==> config.mk <==
export PLATFORM = sky130hd
export DESIGN_NAME = rom_burst_reader_flat
export DESIGN_NICKNAME = d
export VERILOG_FILES = /design/src/rtl/rom_pkg.sv /design/src/rtl/rom_burst_reader_if.sv /design/src/rtl/rom_lane_addr_gen.sv /design/src/rtl/rom_burst_reader.sv /design/src/flat_wrapper.sv
export SDC_FILE = /design/constraint.sdc
export NUM_CORES = 1
export LEC_CHECK = 0
export CAP_MARGIN = 20
export CORE_AREA = 5 5 220 222
export DETAILED_ROUTE_END_ITERATION = 10
export DIE_AREA = 0 0 225 227
export PLACE_DENSITY_LB_ADDON = 0.25
export SLEW_MARGIN = 25
export SYNTH_ARGS = -nofsm -noshare
export SYNTH_HDL_FRONTEND = slang
export SYNTH_SLANG_ARGS = --single-unit
export TNS_END_PERCENT = 10
==> constraint.sdc <==
create_clock -name clk -period 8.29 [get_ports clk]
set_input_delay 1.2435 -clock clk [delete_from_list [all_inputs] [get_ports clk]]
set_output_delay 1.2435 -clock clk [all_outputs]
set_load 0.01 [all_outputs]
==> src/rtl/rom_pkg.sv <==
`timescale 1ns/1ps
`default_nettype none
// ============================================================================
// Module   : rom_pkg
// Brief    : Shared widths, types and state encoding for the ROM burst reader.
// Revision : 1.0 - initial release
// ============================================================================
package rom_pkg;

  localparam int ADDR_W = 19;
  localparam int DATA_W = 16;
  localparam int LANES  = 10;
  localparam int LEN_W  = ADDR_W + 1;

  typedef logic [ADDR_W-1:0] addr_t;
  typedef logic [DATA_W-1:0] word_t;
  typedef logic [LEN_W-1:0]  len_t;

  typedef enum logic [1:0] {
    IDLE      = 2'd0,
    RUN       = 2'd1,
    WAIT_LAST = 2'd2
  } rd_state_e;

  // Words consumed by one beat: a full beat, or whatever is left.
  function automatic len_t lanes_used(input len_t remaining);
    return (remaining < len_t'(LANES)) ? remaining : len_t'(LANES);
  endfunction

endpackage
`default_nettype wire

==> src/rtl/rom_burst_reader_if.sv <==
`timescale 1ns/1ps
`default_nettype none
// ============================================================================
// Module   : rom_burst_reader_if
// Brief    : ROM address/data bus plus the valid/ready output beat stream.
// Revision : 1.0 - initial release
// ============================================================================
interface rom_burst_reader_if;
  import rom_pkg::*;

  logic [LANES*ADDR_W-1:0] rom_addr;
  logic [LANES*DATA_W-1:0] rom_data;
  logic                    out_valid;
  logic                    out_ready;
  logic [LANES*DATA_W-1:0] out_data;
  logic [LANES-1:0]        out_mask;
  logic                    out_last;

  modport master (
    output rom_addr,
    input  rom_data,
    output out_valid,
    input  out_ready,
    output out_data,
    output out_mask,
    output out_last
  );

  modport slave (
    input  rom_addr,
    output rom_data,
    input  out_valid,
    output out_ready,
    input  out_data,
    input  out_mask,
    input  out_last
  );

endinterface
`default_nettype wire

==> src/rtl/rom_lane_addr_gen.sv <==
`timescale 1ns/1ps
`default_nettype none
// ============================================================================
// Module   : rom_lane_addr_gen
// Brief    : Expands one cursor into LANES consecutive ROM addresses, wrapping.
// Revision : 1.0 - initial release
// ============================================================================
module rom_lane_addr_gen
  import rom_pkg::*;
(
  input  wire addr_t                   cursor,
  output wire [LANES*ADDR_W-1:0]       lane_addr
);

  // Plain ADDR_W-bit addition gives the modulo-2^ADDR_W wrap for free.
  for (genvar k = 0; k < LANES; k++) begin : g_lane
    assign lane_addr[k*ADDR_W +: ADDR_W] = cursor + addr_t'(k);
  end

endmodule
`default_nettype wire

==> src/rtl/rom_burst_reader.sv <==
`timescale 1ns/1ps
`default_nettype none
// ============================================================================
// Module   : rom_burst_reader
// Brief    : Sweeps a 10-port combinational ROM and emits registered beats.
// Revision : 1.0 - initial release
// ============================================================================
module rom_burst_reader
  import rom_pkg::*;
(
  input  wire logic            clk,
  input  wire logic            rst,
  input  wire logic            start,
  input  wire addr_t           base_addr,
  input  wire len_t            length,
  output wire                  busy,
  output wire                  done,
  rom_burst_reader_if.master   bus
);

  rd_state_e               state_q, state_d;
  addr_t                   cursor_q, cursor_d;
  len_t                    remaining_q, remaining_d;
  logic                    out_valid_q, out_valid_d;
  logic [LANES*DATA_W-1:0] out_data_q, out_data_d;
  logic [LANES-1:0]        out_mask_q, out_mask_d;
  logic                    out_last_q, out_last_d;
  logic                    busy_q, busy_d;
  logic                    done_q, done_d;

  logic                    free;
  logic [LANES-1:0]        cap_mask;
  logic [LANES*DATA_W-1:0] cap_data;
  logic                    cap_last;

  rom_lane_addr_gen u_addr_gen (
    .cursor    (cursor_q),
    .lane_addr (bus.rom_addr)
  );

  assign free     = !out_valid_q || bus.out_ready;
  assign cap_last = (remaining_q <= len_t'(LANES));

  // Lanes past the end of the transfer are zeroed rather than passed through.
  for (genvar k = 0; k < LANES; k++) begin : g_cap
    assign cap_mask[k]                  = (len_t'(k) < remaining_q);
    assign cap_data[k*DATA_W +: DATA_W] = cap_mask[k] ? bus.rom_data[k*DATA_W +: DATA_W]
                                                      : '0;
  end

  always_comb begin
    state_d     = state_q;
    cursor_d    = cursor_q;
    remaining_d = remaining_q;
    out_valid_d = out_valid_q;
    out_data_d  = out_data_q;
    out_mask_d  = out_mask_q;
    out_last_d  = out_last_q;
    done_d      = 1'b0;
    busy_d      = done_q ? 1'b0 : busy_q;

    case (state_q)
      IDLE: begin
        if (start) begin
          busy_d = 1'b1;
          if (length != '0) begin
            cursor_d    = base_addr;
            remaining_d = length;
            state_d     = RUN;
          end else begin
            done_d = 1'b1;
          end
        end
      end

      RUN: begin
        if (free) begin
          out_valid_d = 1'b1;
          out_data_d  = cap_data;
          out_mask_d  = cap_mask;
          out_last_d  = cap_last;
          cursor_d    = cursor_q + addr_t'(LANES);
          remaining_d = remaining_q - lanes_used(remaining_q);
          if (cap_last) begin
            state_d = WAIT_LAST;
          end
        end
      end

      WAIT_LAST: begin
        if (out_valid_q && bus.out_ready) begin
          out_valid_d = 1'b0;
          done_d      = 1'b1;
          state_d     = IDLE;
        end
      end

      default: begin
        state_d = IDLE;
      end
    endcase
  end

  always_ff @(posedge clk or posedge rst) begin
    if (rst) begin
      state_q     <= IDLE;
      cursor_q    <= '0;
      remaining_q <= '0;
      out_valid_q <= 1'b0;
      out_data_q  <= '0;
      out_mask_q  <= '0;
      out_last_q  <= 1'b0;
      busy_q      <= 1'b0;
      done_q      <= 1'b0;
    end else begin
      state_q     <= state_d;
      cursor_q    <= cursor_d;
      remaining_q <= remaining_d;
      out_valid_q <= out_valid_d;
      out_data_q  <= out_data_d;
      out_mask_q  <= out_mask_d;
      out_last_q  <= out_last_d;
      busy_q      <= busy_d;
      done_q      <= done_d;
    end
  end

  assign bus.out_valid = out_valid_q;
  assign bus.out_data  = out_data_q;
  assign bus.out_mask  = out_mask_q;
  assign bus.out_last  = out_last_q;
  assign busy          = busy_q;
  assign done          = done_q;

endmodule
`default_nettype wire

==> src/flat_wrapper.sv <==
// flat-port wrapper written by rule: the top's interface ports become plain ports
module rom_burst_reader_flat import rom_pkg::*;
  (clk, rst, start, base_addr, length, busy, done, bus_rom_addr, bus_rom_data, bus_out_valid, bus_out_ready, bus_out_data, bus_out_mask, bus_out_last);
  rom_burst_reader_if bus_i ();
  input  wire logic clk;
  input  wire logic rst;
  input  wire logic start;
  input  wire addr_t base_addr;
  input  wire len_t length;
  output wire busy;
  output wire done;
  output wire logic [$bits(bus_i.rom_addr)-1:0] bus_rom_addr;
  input wire logic [$bits(bus_i.rom_data)-1:0] bus_rom_data;
  output wire logic [$bits(bus_i.out_valid)-1:0] bus_out_valid;
  input wire logic [$bits(bus_i.out_ready)-1:0] bus_out_ready;
  output wire logic [$bits(bus_i.out_data)-1:0] bus_out_data;
  output wire logic [$bits(bus_i.out_mask)-1:0] bus_out_mask;
  output wire logic [$bits(bus_i.out_last)-1:0] bus_out_last;
  assign bus_rom_addr = bus_i.rom_addr;
  assign bus_i.rom_data = bus_rom_data;
  assign bus_out_valid = bus_i.out_valid;
  assign bus_i.out_ready = bus_out_ready;
  assign bus_out_data = bus_i.out_data;
  assign bus_out_mask = bus_i.out_mask;
  assign bus_out_last = bus_i.out_last;
  rom_burst_reader u_core (.clk(clk), .rst(rst), .start(start), .base_addr(base_addr), .length(length), .busy(busy), .done(done), .bus(bus_i));
endmodule
==> results.sh, run 1 <==
export IMPL_avgRoutedWirePerCell_um=21.0
export IMPL_met2_usage=0.301
export IMPL_final_common_cell="clkdlybuf4s50_1"
export IMPL_yosys_warnings=0
export IMPL_critPathArrivalTime_ns=4.02
export IMPL_grt_pass1_wl_um=70300
export IMPL_die_x_um=225
export IMPL_synth_cell_types=64
export IMPL_hold_path_depth=1
export IMPL_min_period_ns=5.26
export IMPL_worstSetupEndpointType="output port"
export IMPL_area_delta_synth_final_pct=60.9
export IMPL_cts_root_buf="clkbuf_16"
export IMPL_drive_gt1_frac=0.0481
export IMPL_cpMaxStageDelayCell="dfrtp_1"
export IMPL_leakagePower_uw=0.00743
export IMPL_drcViolationCount=0
export IMPL_synth_area_leaders="dfrtp_1 (47%), a22o_1 (11%), xnor2_1 (7.1%)"
export IMPL_cts_buffers=28
export IMPL_fin_setup_tns_ns=0
export IMPL_power_density_nw_per_um2=229
export IMPL_dr_total_vias=10900
export IMPL_rr_worst_depth=6
export IMPL_fin_area_um2=18400
export IMPL_final_cell_mix="clkdlybuf4s50_1 (566), dfrtp_1 (215), a22o_1 (148), nand2_1 (145), xnor2_1 (93)"
export IMPL_wl_um=47900
export IMPL_ys_seq_area_frac=0.471
export IMPL_ys_seq_elements=215
export IMPL_clockBufferDepth=3
export IMPL_antenna_found_initial=4
export IMPL_max_stage_delay_ns=0.76
export IMPL_final_setup_viol_count=0
export IMPL_grt_pass1_vias=10900
export IMPL_synth_area_leader_cell="dfrtp_1"
export IMPL_r2r_slack_ns=4.41
export IMPL_num_rows=79
export IMPL_cts_tree="yes"
export IMPL_top_usage_layer="met2"
export IMPL_crit_type="reg2out"
export IMPL_nets=1860
export IMPL_cp_endpoint="bus_rom_addr[93]"
export IMPL_use_met3=0.0433
export IMPL_cts_max_level=1
export IMPL_use_met1=0.218
export IMPL_start_util=0.247
export IMPL_ir_worst_vdd_uv=144
export IMPL_rr_endpoint="u_core.bus.out_data[94]"
export IMPL_synth_top_area_share=0.471
export IMPL_max_cap_violations=0
export IMPL_clock_sinks=215
export IMPL_synthesis_nets=1369
export IMPL_grt_max_degree=146
export IMPL_clkTransAtPathRegs_ns=0.06
export IMPL_slew_headroom=0.316
export IMPL_skew_ns=0.0215
export IMPL_synth_edf_count=0
export IMPL_dieArea_um2=51100
export IMPL_syn_area_per_cell_um2=9.90
export IMPL_finalHoldViolCount=0
export IMPL_place_area_um2=17400
export IMPL_cts_hold_buf=0
export IMPL_synthCells=1153
export IMPL_status="finished clean"
export IMPL_post_cts_buffers=0
export IMPL_first_iter_violations=727
export IMPL_finalCritPeriodShare=0.634
export IMPL_drv_slew=0
export IMPL_viasPerCell=4.79
export IMPL_hold_path_class="reg2reg"
export IMPL_overflow=0
export IMPL_port_buffers=566
export IMPL_r2r_start="u_core.state_q[0]"
export IMPL_startpoint="u_core.cursor_q[3]"
export IMPL_fp_dieH_um=227
export IMPL_required_ns=7.05
export IMPL_cp_max_fo=19
export IMPL_fmax_mhz=190
export IMPL_drt_first_pass_iters=6
export IMPL_worst_slew_pin_slew_ns=1.03
export IMPL_clk_latency_ns=0.55
export IMPL_gp_congestion=0.838
export IMPL_ys_async_sr_fraction=1.00
export IMPL_netlist_area_um2=11400
export IMPL_post_cts_resized=0
export IMPL_grtUsageTotal=0.174
export IMPL_synth_main_ff_cell="dfrtp_1"
export IMPL_drtAntennaViolNets=0
export IMPL_core_area_um2=46200
export IMPL_dpl_hpwl_um=35700
export IMPL_ios=567
export IMPL_rsz0062_at_grt="false"
export IMPL_path_cells="ha_1 > nand3_1 > nor2_1 > and2_1 > nand2_1 > xnor2_1 > clkdlybuf4s50_1"
export IMPL_cp_start_kind="register"
==> report_power, final <==
| group | total, uW | switching [uW] | internal (uW) | leakage (uW) |
|---|---|---|---|---|
| Combinational | 1600 | 728 | 869 | 0.00439 |
| Sequential | 1370 | 214 | 1160 | 0.00259 |
| Clock | 1240 | 478 | 759 | 0.000458 |
==> layer usage <==
metal / routed length, um / vias to the layer above
met5: 0 / -
met4: 1180 / 0
met3: 3720 / 64
met2: 23400 / 442
met1: 19500 / 5345
li1: - / 5054
==> Yosys cell counts (all sizes together), types with 4 or more instances <==
cell	count
a41oi	5
and3	6
o22ai	6
clkbuf	37
inv	23
dfrtp	215
o21ai	28
and2	7
buf	74
or3	5
a22o	148
nand3	25
a31oi	8
nor3	36
a21o	12
nand4	10
nor2	70
ha	13
a2bb2oi	9
xnor2	93
o21a	4
xor2	49
o22a	4
a211oi	4
nor4	13
a21oi	59
nand2	147
==> through the flow <==
| stage | hold slack, ns | total power [uW] | setup slack (ns) | utilization | cells |
|---|---|---|---|---|---|
| CTS | 0.479 | 4270 | 3.02 | 0.397 | 2271 |
| finish | 0.478 | 4210 | 3.03 | 0.398 | 2276 |
| floorplan | 0.487 | 2060 | 1.17 | - | 1153 |
| global placement | 0.458 | 2990 | 3.69 | 0.377 | 2221 |
| global route | 0.494 | 4420 | 2.63 | 0.398 | 2275 |
| detailed placement | 0.465 | 3000 | 3.59 | 0.377 | 2221 |
==> cell type report <==
| type | instances | area [um^2] |
|---|---|---|
| diodes | 5 | 12.5 |
| clock buffers | 39 | 792 |
| clock inverters | 11 | 154 |
| fillers | 4558 | 27800 |
| inverters | 23 | 98.8 |
| multi-input cells | 804 | 5460 |
| flip-flops and latches | 215 | 5380 |
| well taps | 607 | 759 |
| repair buffers | 572 | 5710 |
==> sequential cells by signal (all words and copies together), names as in the netlist <==
signal	cells
u_core.cursor_q	19
u_core.busy	1
u_core.bus.out_mask	10
u_core.bus.out_valid	1
u_core.bus.out_data	160
u_core.remaining_q	20
u_core.bus.out_last	1
u_core.done	1
u_core.state_q	2
==> worst min-delay path by stage <==
stage | start | slack, ns | end
2_1_floorplan | u_core.remaining_q[19] | 0.49 | u_core.remaining_q[19]
3_3_place_gp | u_core.bus.out_mask[9] | 0.46 | u_core.bus.out_mask[9]
3_5_place_dp | u_core.bus.out_mask[4] | 0.46 | u_core.bus.out_mask[4]
4_1_cts | u_core.bus.out_mask[4] | 0.48 | u_core.bus.out_mask[4]
5_1_grt | u_core.bus.out_mask[1] | 0.49 | u_core.bus.out_mask[1]
6_report | u_core.bus.out_mask[1] | 0.48 | u_core.bus.out_mask[1]
==> critical path: cells and delay by family (launching register included) <==
| kind | cells | cell delay (ns) |
|---|---|---|
| xor+xnor | 1 | 0.19 |
| flops | 1 | 0.76 |
| buf+inv | 1 | 0.56 |
| fa+ha+maj | 1 | 0.51 |
| simple gates | 4 | 1.45 |
==> logic make-up after synthesis <==
group,count (synthesis),synth area share
DFF,215,0.471
adders and majority gates,13,0.0142
buffers and inverters,134,0.0550
AOI/OAI and AO/OA,310,0.206
and+or+nand+nor,334,0.140
muxes,4,0.00362
other,1,0.000328
xor gates and xnor gates,142,0.109
(Power assumes the default switching activity.)
==> inputs of run 2 (changes only) <==
- clock period: 8.29 -> 5.3 ns (I/O delays scaled with it)
==> run 2 against run 1 <==
  * Utilization is 0.22 points higher
  * Clock power grew 61%
  * Worst setup slack worse by 2.3 ns
  * Largest power group unchanged
  * Largest cell class unchanged
  * Hold slack worse by 0.0032 ns
  * Critical path type unchanged
  * Via count decreased by 0.28%
  * Power rose by 59%
  * Sequential share of layout area fell by 0.16 points
==> results.sh, run 2 (synthesis gave the netlist of run 1 again) <==
export IMPL_viasPerCell=4.77
export IMPL_start_util=0.247
export IMPL_cts_max_level=1
export IMPL_min_period_ns=4.59
export IMPL_nets=1869
export IMPL_worstSetupEndpointType="output port"
export IMPL_dieArea_um2=51100
export IMPL_grt_pass1_vias=11100
export IMPL_dpl_hpwl_um=35700
export IMPL_clk_latency_ns=0.55
export IMPL_dr_total_vias=10900
export IMPL_drive_gt1_frac=0.0526
export IMPL_area_delta_synth_final_pct=61.8
export IMPL_slew_headroom=0.302
export IMPL_layout_cells_non_filler=2281
export IMPL_clkTransAtPathRegs_ns=0.06
export IMPL_wl_um=47600
export IMPL_fmax_mhz=218
export IMPL_ir_worst_vdd_uv=355
export IMPL_max_cap_violations=0
export IMPL_avgRoutedWirePerCell_um=20.9
export IMPL_drtAntennaViolNets=0
export IMPL_cts_buffers=27
export IMPL_die_x_um=225
export IMPL_first_iter_violations=703
export IMPL_switching_share=0.330
export IMPL_top_layer="met4"
export IMPL_wl_met2_um=23400
export IMPL_cts_hold_buf=0
export IMPL_hold_path_class="reg2reg"
export IMPL_grtUsageTotal=0.174
export IMPL_fp_dieH_um=227
export IMPL_seq_power_share=0.303
export IMPL_cp_max_fo=19
export IMPL_met1Wirelength_um=19300
export IMPL_drt_first_pass_iters=4
export IMPL_final_cell_mix="clkdlybuf4s50_1 (566), dfrtp_1 (215), a22o_1 (148), nand2_1 (145), xnor2_1 (93)"
export IMPL_num_rows=79
export IMPL_skew_ns=0.0193
export IMPL_status="finished clean"
export IMPL_port_buffers=566
export IMPL_grt_pass1_wl_um=70900
export IMPL_cts_root_buf="clkbuf_16"
export IMPL_wl_met3_um=3680
export IMPL_worst_slew_pin_slew_ns=1.05
export IMPL_post_cts_buffers=0
export IMPL_grt_max_degree=158
export IMPL_num_fill_cells=4630
export IMPL_power_frac_comb=0.398
export IMPL_ios=567
export IMPL_intPower_uw=4480
export IMPL_place_inst=2230
export IMPL_power_density_nw_per_um2=362
export IMPL_clkPwrFrac=0.299
export IMPL_fin_setup_tns_ns=0
export IMPL_leakagePower_uw=0.00749
export IMPL_clockBufferDepth=3
export IMPL_clock_sinks=215
export IMPL_final_setup_viol_count=0
export IMPL_crit_type="reg2out"
export IMPL_overflow=0
export IMPL_antenna_found_initial=2
export IMPL_drv_slew=0
export IMPL_critPathArrivalTime_ns=3.79
export IMPL_rsz0062_at_grt="false"
export IMPL_cts_tree="yes"
export IMPL_power_uw=6680
export IMPL_finalCritPeriodShare=0.866
export IMPL_largest_reg_flops=160
export IMPL_cp_start_kind="register"
export IMPL_power_switching_uw=2210
export IMPL_final_common_cell="clkdlybuf4s50_1"
export IMPL_drcViolationCount=0
export IMPL_required_ns=4.51
export IMPL_core_area_um2=46200
export IMPL_gp_congestion=0.865
export IMPL_post_cts_resized=0
export IMPL_finalHoldViolCount=0
[run 2: per-stage QoR]
step	hold WS (ns)	area, um^2	setup WS [ns]	utilization
floorplan	0.487	11400	1.71	-
global placement	0.459	17500	1.24	0.378
detailed placement	0.465	17500	1.22	0.378
CTS	0.478	18400	0.625	0.399
global route	0.498	18500	0.393	0.400
finish	0.474	18500	0.711	0.400
[run 2: final timing paths]
kind,from,to,slack (ns),cells after the start
setup / recovery,u_core.cursor_q[7],bus_rom_addr[112],0.71,6
hold / removal,u_core.bus.out_mask[8],u_core.bus.out_mask[8],0.47,1
setup reg to reg,u_core.state_q[0],u_core.cursor_q[2],2.03,6
hold reg to reg,u_core.bus.out_mask[8],u_core.bus.out_mask[8],0.47,1
max in group asynchronous,rst,u_core.bus.out_mask[2],3.72,4
min in group asynchronous,rst,u_core.bus.out_data[135],0.65,3
[run 2: power groups by stage]
stage	sequential (uW)	combinational [uW]	clock [uW]
6_report	2030	2660	2000
3_5_place_dp	2060	2660	0
3_3_place_gp	2050	2670	0
2_1_floorplan	2030	1200	0
4_1_cts	2030	2680	2080
5_1_grt	2060	2840	2120
[run 2: layout make-up]
class                      count  area (um^2)  share of cell area
antenna                        2         5.00            0.000271
clock buffer                  36          739              0.0400
clock inverter                12          224              0.0121
tap                          607          759              0.0411
sequential                   215         5380               0.291
timing repair buffer         582         5820               0.315
multi-input combinational    804         5460               0.295
inverter                      23         90.1             0.00488
[run 2: per-layer routing]
layer / vias to the layer above / GRT usage
met5: - / 0
met3: 69 / 0.0472
met4: 0 / 0.0479
met2: 415 / 0.301
met1: 5319 / 0.217
li1: 5071 / -
[run 2: critical path, stage by stage (launching register included)]
cell and delay [ns]:
dfrtp_1 0.91, and4_1 0.45, nand3_1 0.40, nor3_1 0.57, nand2_1 0.13, xnor2_1 0.21, clkdlybuf4s50_1 0.57
==> inputs of run 3 (changes only) <==
- DONT_BUFFER_PORTS: unset -> 1
==> run 3 against run 2 <==
  * Clock-buffer cell count fell by 6
  * Sequential share of layout area rose by 13 points
  * Power fell by 21%
  * Die area did not move
  * Via count fell by 19%
  * Worst setup slack improved by 0.14 ns
  * Flip-flop and latch count did not move
  * First-iteration DRC count fell by 22%
  * Hold slack got worse by 0.33 ns
  * Combinational power fell by 50%
  * Critical path depth rose by 1
  * Clock skew rose by 0.0070 ns
==> results.sh, run 3 (synthesis gave the netlist of run 1 again) <==
export IMPL_dieArea_um2=51100
export IMPL_power_switching_uw=2020
export IMPL_skew_ns=0.0263
export IMPL_dpl_hpwl_um=30500
export IMPL_cts_hold_buf=0
export IMPL_grt_pass1_vias=8986
export IMPL_cts_root_buf="clkbuf_16"
export IMPL_num_rows=79
export IMPL_critPathArrivalTime_ns=3.65
export IMPL_first_iter_violations=550
export IMPL_fin_setup_tns_ns=0
export IMPL_required_ns=4.51
export IMPL_place_inst=1661
export IMPL_final_setup_viol_count=0
export IMPL_grt_max_degree=144
export IMPL_path_cells="inv_1 > ha_1 > inv_1 > a21oi_1 > nor2_1 > nand3_1 > xnor2_1"
export IMPL_path_common_cell="inv_1"
export IMPL_start_util=0.247
export IMPL_slew_headroom=0.319
export IMPL_clkPwrFrac=0.333
export IMPL_largest_reg_flops=160
export IMPL_finalCritPeriodShare=0.839
export IMPL_worst_slew_pin_slew_ns=1.02
export IMPL_rsz0062_at_grt="false"
export IMPL_cts_tree="yes"
export IMPL_power_density_nw_per_um2=420
export IMPL_avgRoutedWirePerCell_um=24.0
export IMPL_cp_max_fo=14
export IMPL_dr_total_vias=8842
export IMPL_setup_slack_ns=0.855
export IMPL_drv_slew=0
export IMPL_drtAntennaViolNets=0
export IMPL_final_common_cell="dfrtp_1"
export IMPL_grt_pass1_wl_um=59400
export IMPL_leakagePower_uw=0.00524
export IMPL_viasPerCell=5.19
export IMPL_power_frac_comb=0.250
export IMPL_ir_worst_vdd_uv=309
export IMPL_layout_cells_non_filler=1705
export IMPL_antenna_found_initial=1
export IMPL_clockBufferDepth=3
export IMPL_ios=567
export IMPL_overflow=0
export IMPL_critPathBufInv=2
export IMPL_gp_congestion=0.855
export IMPL_nets=1296
export IMPL_grtUsageTotal=0.148
export IMPL_intPower_uw=3290
export IMPL_wl_um=40900
export IMPL_area_delta_synth_final_pct=10.7
export IMPL_core_area_um2=46200
export IMPL_die_x_um=225
export IMPL_drt_first_pass_iters=5
export IMPL_min_period_ns=4.45
export IMPL_cts_max_level=1
export IMPL_finalHoldViolCount=0
export IMPL_post_cts_resized=0
export IMPL_clock_sinks=215
export IMPL_cts_buffers=24
export IMPL_drcViolationCount=0
export IMPL_crit_type="reg2out"
export IMPL_clkTransAtPathRegs_ns=0.06
export IMPL_pre_cts_ws_ns=1.44
export IMPL_drive_gt1_frac=0.0757
export IMPL_switching_share=0.380
export IMPL_clk_latency_ns=0.54
export IMPL_max_stage_delay_ns=0.87
export IMPL_critPathTopFamily="flip-flops"
export IMPL_worstSetupEndpointType="output port"
export IMPL_max_cap_violations=0
export IMPL_cp_start_kind="register"
export IMPL_port_buffers=0
export IMPL_status="finished clean"
export IMPL_final_cell_mix="dfrtp_1 (215), a22o_1 (148), nand2_1 (145), xnor2_1 (93), nor2_1 (65)"
export IMPL_hold_path_class="in2async"
export IMPL_fmax_mhz=225
export IMPL_seq_power_share=0.416
export IMPL_cpMaxStageDelayCell="dfrtp_1"
export IMPL_fp_dieH_um=227
export IMPL_post_cts_buffers=0
[run 3: cell types whose count changed in the layout (fill, tap and decap cells not counted), sizes merged]
cell           previous run  this run
clkbuf                   36        30
clkinv                    2         3
clkdlybuf4s50           566         0
inv                      25        27
buf                      16        12
bufinv                    6         3
diode                     2         1
clkinvlp                  2         3
[run 3: power groups by stage]
stage | combinational, uW | clock, uW | sequential [uW]
floorplan | 1200 | 0 | 2030
global placement | 1330 | 0 | 2240
detailed placement | 1330 | 0 | 2240
CTS | 1340 | 1820 | 2210
global route | 1450 | 1900 | 2240
finish | 1330 | 1770 | 2210
[run 3: final timing paths]
kind	from	endpoint	slack, ns	cells past startpoint
worst max-delay path	u_core.cursor_q[0]	bus_rom_addr[151]	0.85	7
worst min-delay path	rst	u_core.bus.out_data[130]	0.15	1
worst max register to register	u_core.remaining_q[2]	u_core.remaining_q[12]	2.07	9
worst min register to register	u_core.remaining_q[12]	u_core.remaining_q[12]	0.55	2
max in group asynchronous	rst	u_core.cursor_q[10]	4.02	2
min in group clk	bus_rom_data[48]	u_core.bus.out_data[48]	0.38	1
[run 3: worst reg2reg max path: stages (launching register included)]
cell and delay [ns]:
dfrtp_1 0.67, o21a_1 0.28, nor3_4 0.08, or2_2 0.28, ha_1 0.28, o21a_1 0.24, nor3_2 0.40, o21ai_1 0.33
o311ai_0 0.40, o211ai_1 0.13
[run 3: through the flow]
step | hold slack (ns) | utilization | instance area, um^2 | power, uW
after floorplan | 0.487 | - | 11400 | 3230
after global placement | 0.510 | 0.255 | 11800 | 3570
after detailed placement | 0.523 | 0.255 | 11800 | 3570
after CTS | 0.115 | 0.273 | 12600 | 5370
after global routing | 0.148 | 0.274 | 12600 | 5590
final | 0.145 | 0.274 | 12600 | 5310
[run 3: final cells by class]
cell class	count	area [um^2]
fillers	4882	33500
multi-input cells	804	5460
flip-flops and latches	215	5380
well taps	607	759
clock buffers	30	663
clock inverters	13	179
repair buffers	12	103
inverters	23	90.1
diodes	1	2.50
[run 3: per-layer routing]
| layer | share of wire | wire length (um) | track usage | vias to the layer above |
|---|---|---|---|---|
| met5 | 0 | 0 | 0 | - |
| met4 | 0.030 | 1240 | 0.0483 | 0 |
| met3 | 0.090 | 3670 | 0.0411 | 67 |
| met2 | 0.49 | 20100 | 0.252 | 450 |
| met1 | 0.39 | 15900 | 0.181 | 4416 |
| li1 | - | - | - | 3909 |
